==> config.mk <==
export PLATFORM = sky130hd
export DESIGN_NAME = cache_mem_if
export DESIGN_NICKNAME = d
export VERILOG_FILES = /design/src/rtl/mem_if_pkg.sv /design/src/rtl/cache_mem_if.sv
export SDC_FILE = /design/constraint.sdc
export NUM_CORES = 1
export LEC_CHECK = 0
export BUFFER_PORTS_ARGS = -buffer_cell sky130_fd_sc_hd__buf_4
export CAP_MARGIN = 10
export CORE_AREA = 10 10 271 273
export DETAILED_ROUTE_END_ITERATION = 7
export DIE_AREA = 0 0 281 283
export GPL_TIMING_DRIVEN = 0
export PLACE_DENSITY = 0.53
export SKIP_LAST_GASP = 1
export SYNTH_ARGS = -nofsm -noshare
export SYNTH_HDL_FRONTEND = slang
export SYNTH_SLANG_ARGS = --single-unit
==> constraint.sdc <==
create_clock -name clk -period 23.5 [get_ports clk]
set_input_delay 2.35 -clock clk [delete_from_list [all_inputs] [get_ports clk]]
set_output_delay 2.35 -clock clk [all_outputs]
set_load 0.03 [all_outputs]
==> src/rtl/mem_if_pkg.sv <==
// Shared types and address helpers for the cache-side memory port initiator.
package mem_if_pkg;

  typedef enum logic [2:0] {
    IDLE,
    WB,
    RD_REQ,
    RD_WAIT,
    DONE
  } state_t;

  // Widest address the alignment helper handles.
  localparam int unsigned ADDR_MAX_W = 64;

  // Number of byte-offset bits inside one line.
  function automatic int unsigned offset_bits(input int unsigned line_size);
    return $clog2(line_size / 8);
  endfunction

  // Clear the byte-offset bits so the address points at the start of its line.
  function automatic logic [ADDR_MAX_W-1:0] line_align(input logic [ADDR_MAX_W-1:0] addr,
                                                       input int unsigned           offset);
    logic [ADDR_MAX_W-1:0] mask;
    mask = {ADDR_MAX_W{1'b1}} << offset;
    return addr & mask;
  endfunction

endpackage

==> src/rtl/cache_mem_if.sv <==
// Cache miss handler: optional victim writeback, line read, fill pulse back to the cache.
// Optional watchdog on the read wait is enabled with `define MEM_TIMEOUT_EN.
module cache_mem_if
  import mem_if_pkg::*;
#(
  parameter int unsigned WORD_SIZE      = 32,
  parameter int unsigned LINE_SIZE      = 128,
  parameter int unsigned TIMEOUT_CYCLES = 256
) (
  input  logic                 clk,
  input  logic                 rst,
  input  logic                 miss_valid,
  output logic                 miss_ready,
  input  logic [WORD_SIZE-1:0] miss_addr,
  input  logic                 victim_dirty,
  input  logic [WORD_SIZE-1:0] victim_addr,
  input  logic [LINE_SIZE-1:0] victim_data,
  output logic                 fill_valid,
  output logic [WORD_SIZE-1:0] fill_addr,
  output logic [LINE_SIZE-1:0] fill_data,
  output logic                 mem_read,
  output logic [WORD_SIZE-1:0] mem_addr,
  input  logic                 mem_res,
  input  logic [WORD_SIZE-1:0] mem_res_addr,
  input  logic [LINE_SIZE-1:0] mem_res_data,
  output logic                 mem_wenable,
  output logic [WORD_SIZE-1:0] mem_w_addr,
  output logic [LINE_SIZE-1:0] mem_w_data,
  output logic                 mem_err
);

  localparam int unsigned OFFSET = offset_bits(LINE_SIZE);

  // Reject configurations the alignment and watchdog logic cannot support.
  if ((LINE_SIZE < 8) || ((LINE_SIZE & (LINE_SIZE - 1)) != 0)) begin : g_bad_line
    $error("cache_mem_if: LINE_SIZE must be a power of two >= 8");
  end
  if (TIMEOUT_CYCLES == 0) begin : g_bad_timeout
    $error("cache_mem_if: TIMEOUT_CYCLES must be non-zero");
  end

  function automatic logic [WORD_SIZE-1:0] align_w(input logic [WORD_SIZE-1:0] a);
    return WORD_SIZE'(line_align(ADDR_MAX_W'(a), OFFSET));
  endfunction

  state_t                 state, state_nxt;
  logic [WORD_SIZE-1:0]   miss_addr_q;
  logic                   res_valid_q;
  logic [WORD_SIZE-1:0]   res_addr_q;
  logic [LINE_SIZE-1:0]   res_data_q;
  logic                   accept_c;
  logic                   res_hit_c;
  logic                   timeout_c;

  assign accept_c  = miss_valid && miss_ready;
  assign res_hit_c = res_valid_q && (res_addr_q == miss_addr_q);

  // State register.
  always_ff @(posedge clk or posedge rst) begin
    if (rst) state <= IDLE;
    else     state <= state_nxt;
  end

  // Next-state logic.
  always_comb begin
    state_nxt = state;
    case (state)
      IDLE:    if (accept_c) state_nxt = victim_dirty ? WB : RD_REQ;
      WB:      state_nxt = RD_REQ;
      RD_REQ:  state_nxt = RD_WAIT;
      RD_WAIT: begin
        if (res_hit_c)      state_nxt = DONE;
        else if (timeout_c) state_nxt = IDLE;
      end
      DONE:    state_nxt = IDLE;
      default: state_nxt = IDLE;
    endcase
  end

  // Registered outputs and captured request/response data, loaded from the next state.
  always_ff @(posedge clk or posedge rst) begin
    if (rst) begin
      miss_ready  <= 1'b1;
      mem_read    <= 1'b0;
      mem_wenable <= 1'b0;
      fill_valid  <= 1'b0;
      mem_addr    <= '0;
      mem_w_addr  <= '0;
      mem_w_data  <= '0;
      fill_addr   <= '0;
      fill_data   <= '0;
      miss_addr_q <= '0;
      res_valid_q <= 1'b0;
      res_addr_q  <= '0;
      res_data_q  <= '0;
    end else begin
      miss_ready  <= (state_nxt == IDLE);
      mem_read    <= (state_nxt == RD_REQ);
      mem_wenable <= (state_nxt == WB);
      fill_valid  <= (state_nxt == DONE);
      if (accept_c) miss_addr_q <= align_w(miss_addr);
      if (accept_c && victim_dirty) begin
        mem_w_addr <= align_w(victim_addr);
        mem_w_data <= victim_data;
      end
      // A clean miss reads straight from the request; a dirty one from the captured copy.
      if (state_nxt == RD_REQ) mem_addr <= (state == WB) ? miss_addr_q : align_w(miss_addr);
      // Responses are registered before the compare; only those seen in RD_WAIT count.
      res_valid_q <= mem_res && (state == RD_WAIT);
      if (mem_res && (state == RD_WAIT)) begin
        res_addr_q <= align_w(mem_res_addr);
        res_data_q <= mem_res_data;
      end
      if (state_nxt == DONE) begin
        fill_addr <= miss_addr_q;
        fill_data <= res_data_q;
      end
    end
  end

`ifdef MEM_TIMEOUT_EN
  localparam int unsigned CNT_W = $clog2(TIMEOUT_CYCLES + 1);

  logic [CNT_W-1:0] wait_cnt;

  assign timeout_c = (state == RD_WAIT) && (wait_cnt == CNT_W'(TIMEOUT_CYCLES - 1));

  // Count cycles spent in RD_WAIT; cleared in RD_REQ, the only entry path.
  always_ff @(posedge clk or posedge rst) begin
    if (rst)                   wait_cnt <= '0;
    else if (state == RD_REQ)  wait_cnt <= '0;
    else if (state == RD_WAIT) wait_cnt <= wait_cnt + CNT_W'(1);
  end

  // Sticky watchdog flag, cleared only by reset.
  always_ff @(posedge clk or posedge rst) begin
    if (rst)            mem_err <= 1'b0;
    else if (timeout_c) mem_err <= 1'b1;
  end
`else
  assign timeout_c = 1'b0;
  assign mem_err   = 1'b0;
`endif

endmodule

==> results by group <==
Status
  • Status: finished, final reports clean

STA
  • Max transition margin: 0.3824
  • Tightest Pin Transition: 0.9264 ns
  • Fmax: 240.3 MHz
  • Period minus WS final: 4.161 ns
  • Worst hold slack: 0.4717 ns
  • # setup viols final: 0
  • RSZ-0062 raised after global routing: false
  • Hold Vio Cnt, Final: 0
  • Final Skew: 0.02646 ns
  • Slew Limit Fails: 0
  • Setup_tns: 0 ns
  • Period utilisation layout: 0.1771

Pwr
  • Power per Cell Area: 108.6 nW/um2
  • Sw power: 0.001021 W
  • Internal power: 0.002116 W
  • Logic gate share of total power: 0.281
  • Total power: 0.003137 W
  • Clk pwr share: 0.308
  • Sequential share of power: 0.411
  • Worst IR Drop VDD: 67.47 uV
  • Pleak: 14.53 nW
  • Switching Fraction: 0.3255

Clock tree
  • Post_cts resized: 0
  • Post-CTS setup buffer count: 0
  • Clock latency on the worst-skew pair: 0.62 ns
  • H-tree depth: 2
  • Maximum buffer depth of the clock tree: 3
  • Reg clk slew, reported paths: 0.06 ns
  • Clock Tree Root: clkbuf_16
  • Clock sinks: 532
  • CTS tree: yes
  • Cts bufs inserted: 60
  • CTS Hold Buffers Added: 0

Logic synthesis
  • Avg Cell Area, Syn: 16.18 um2
  • Async S/R FF share, synth: 1.000
  • Synth Cell Area: 20370 um2
  • Synth top area share: 0.6524
  • Post-synth top flop: dfrtp_1
  • Cell count after synthesis: 1259
  • Synth cell types: 34
  • Synth warn: 0
  • Post-synth top area cell: dfrtp_1
  • Cells taking the most area after synthesis: dfrtp_1 (65%), mux2_2 (20%), mux2_1 (7.7%)
  • Number of flops mapped to enable cells by yosys: 0
  • Sequential share of the synthesized area: 0.6537
  • Yosys reg bits: 532

Placed design
  • I/O Buffers: 688
  • DP Cell Count: 2845
  • RD Place Congestion: 0.8522
  • HPWL Detailed: 55120 um

Drt
  • Detailed Routing Iterations Pass 1: 4
  • WL/cell: 23.57 um
  • Vias per cell: 4.490
  • Starting DRC count in detailed routing: 472
  • DRC: 0
  • Antenna-violating nets left: 0
  • Final wirelength: 69830 um
  • Vias: 13310

Floorplan
  • Core box area: 68110 um2
  • Die area: 79520 um2
  • Die width: 281 um
  • Initial Util: 0.2991
  • Die H: 283 um
  • Num rows: 96
  • I/O pin total: 714

Worst setup path
  • CP Max Fanout: 10
  • Crit path top cell by count: clkbuf_1
  • Worst EP required: 23.99 ns
  • WS Path Type: in -> reg
  • Cells along the critical path: buf_4 > and3_1 > clkbuf_1 > clkbuf_1 > clkbuf_1 > mux2_2
  • CP max stage cell: clkbuf_1
  • CP Capture Type: flop
  • Type of origin of the critical path: input pin
  • Arrival time at the worst endpoint: 4.65 ns
  • CP peak stage delay: 0.76 ns

Finish
  • Final #Nets: 2382
  • Final cell count without fillers: 2963
  • Final-layout fill cell count: 6323
  • Area occupied by multi-input gates: 6610 um2
  • Layout cells sized above 1: 0.5740
  • Syn-to-layout area delta: 41.76%
  • FF/Latch Area: 13310 um2

Global routing
  • Vias in the first global route: 15060
  • Largest net degree at the start of global routing: 125
  • Grt ovf: 0
  • GRT Total Usage: 0.1719
  • Initial antenna violation count: 18
  • First-pass GRT wire length: 102400 um

Min path
  • Tightest Hold Check Type: reg -> reg

Job
  • MaxCap Viol Count: 0
## stage by stage
| step | utilization | setup slack (ns) | instance area, um2 |
|---|---|---|---|
| after floorplan | - | 6.285 | 20410 |
| after global placement | 0.3918 | 0.2158 | 26680 |
| after detailed placement | 0.3935 | 18.50 | 26800 |
| after CTS | 0.4236 | 19.17 | 28850 |
| after global routing | 0.4238 | 19.14 | 28860 |
| final | 0.4239 | 19.34 | 28870 |
## placed cells by master (no fill, tap or decap), types with 8 or more instances in the layout
cell,count
conb_1,13
diode_2,8
mux2_1,140
buf_4,703
nand2_1,33
clkbuf_16,62
clkbuf_1,41
o21ai_0,32
mux2i_1,28
mux2_2,353
clkinv_2,12
buf_6,14
buf_2,12
xor2_1,19
clkbuf_8,11
dfrtp_1,531
## power groups by stage
stage	clock network, W	registers (W)	logic [W]
2_1_floorplan	0	0.00150	0.000300
6_report	0.000967	0.00129	0.000881
4_1_cts	0.000999	0.00129	0.000897
3_3_place_gp	0	0.00130	0.000884
5_1_grt	0.00104	0.00132	0.000940
3_5_place_dp	0	0.00130	0.000896
## cell usage after synthesis (2+ instances only)
cell type	n
mux2_1	140
dfrtp_1	531
clkbuf_1	29
nor4bb_1	2
xnor2_1	5
o21ai_0	32
buf_4	15
a21o_1	2
buf_2	12
nand4_1	2
buf_6	14
nand2_1	33
inv_1	6
nor4_1	5
mux2i_1	28
xor2_1	19
nor2_1	5
mux2_2	353
or2_2	2
nor2b_1	4
buf_1	7
## worst paths after layout
| kind | start | to | slack, ns | cells past startpoint |
|---|---|---|---|---|
| max in group asynchronous | rst | res_data_q[102] | 19.73 | 5 |
| setup reg to reg | state[1] | res_data_q[102] | 20.51 | 6 |
| hold reg to reg | res_data_q[98] | fill_data[98] | 0.47 | 1 |
| setup / recovery | mem_res | res_data_q[102] | 19.34 | 6 |
| min in group asynchronous | rst | mem_w_addr[15] | 1.78 | 2 |
| hold / removal | res_data_q[98] | fill_data[98] | 0.47 | 1 |
## flip-flops by register name (all words and copies together) (netlist names)
name,flops
fill_valid,1
res_data_q,128
mem_w_data,128
mem_w_addr,28
mem_wenable,1
mem_read,1
res_valid_q,1
miss_ready,1
fill_data,128
mem_addr,28
miss_addr_q,28
fill_addr,28
state,3
res_addr_q,28
## layer usage
metal	global-route usage	routed length [um]	share of wire
met1	0.1799	24830	0.36
met3	0.08566	8090	0.12
met2	0.2996	35130	0.50
met4	0.04772	1623	0.023
met5	0	151	0.0022
## critical path, delay by kind of cell
family        cells  cell delay (ns)
mux               1             0.39
simple gates      1             0.13
buf+inv           4             1.77
## cell type report
type,instances,share of cell area
sequential,532,0.4611
clock buffer,85,0.06054
antenna,8,0.0006934
multi-input combinational,656,0.2289
inverter,6,0.001040
clock inverter,25,0.01057
timing repair buffer,692,0.1827
tap,882,0.03822
buffer,77,0.01612
## cells by family (layout without fill, tap and decap cells)
group | after synthesis | in the layout | synth area share
xor gates and xnor gates | 24 | 24 | 0.01032
buffers and inverters | 83 | 885 | 0.02396
muxes | 521 | 521 | 0.2863
other | 1 | 21 | 0.0001841
DFF | 532 | 532 | 0.6537
and+or+nand+nor | 59 | 59 | 0.01444
AOI/OAI and AO/OA | 39 | 39 | 0.01106
(Power assumes the default switching activity.)
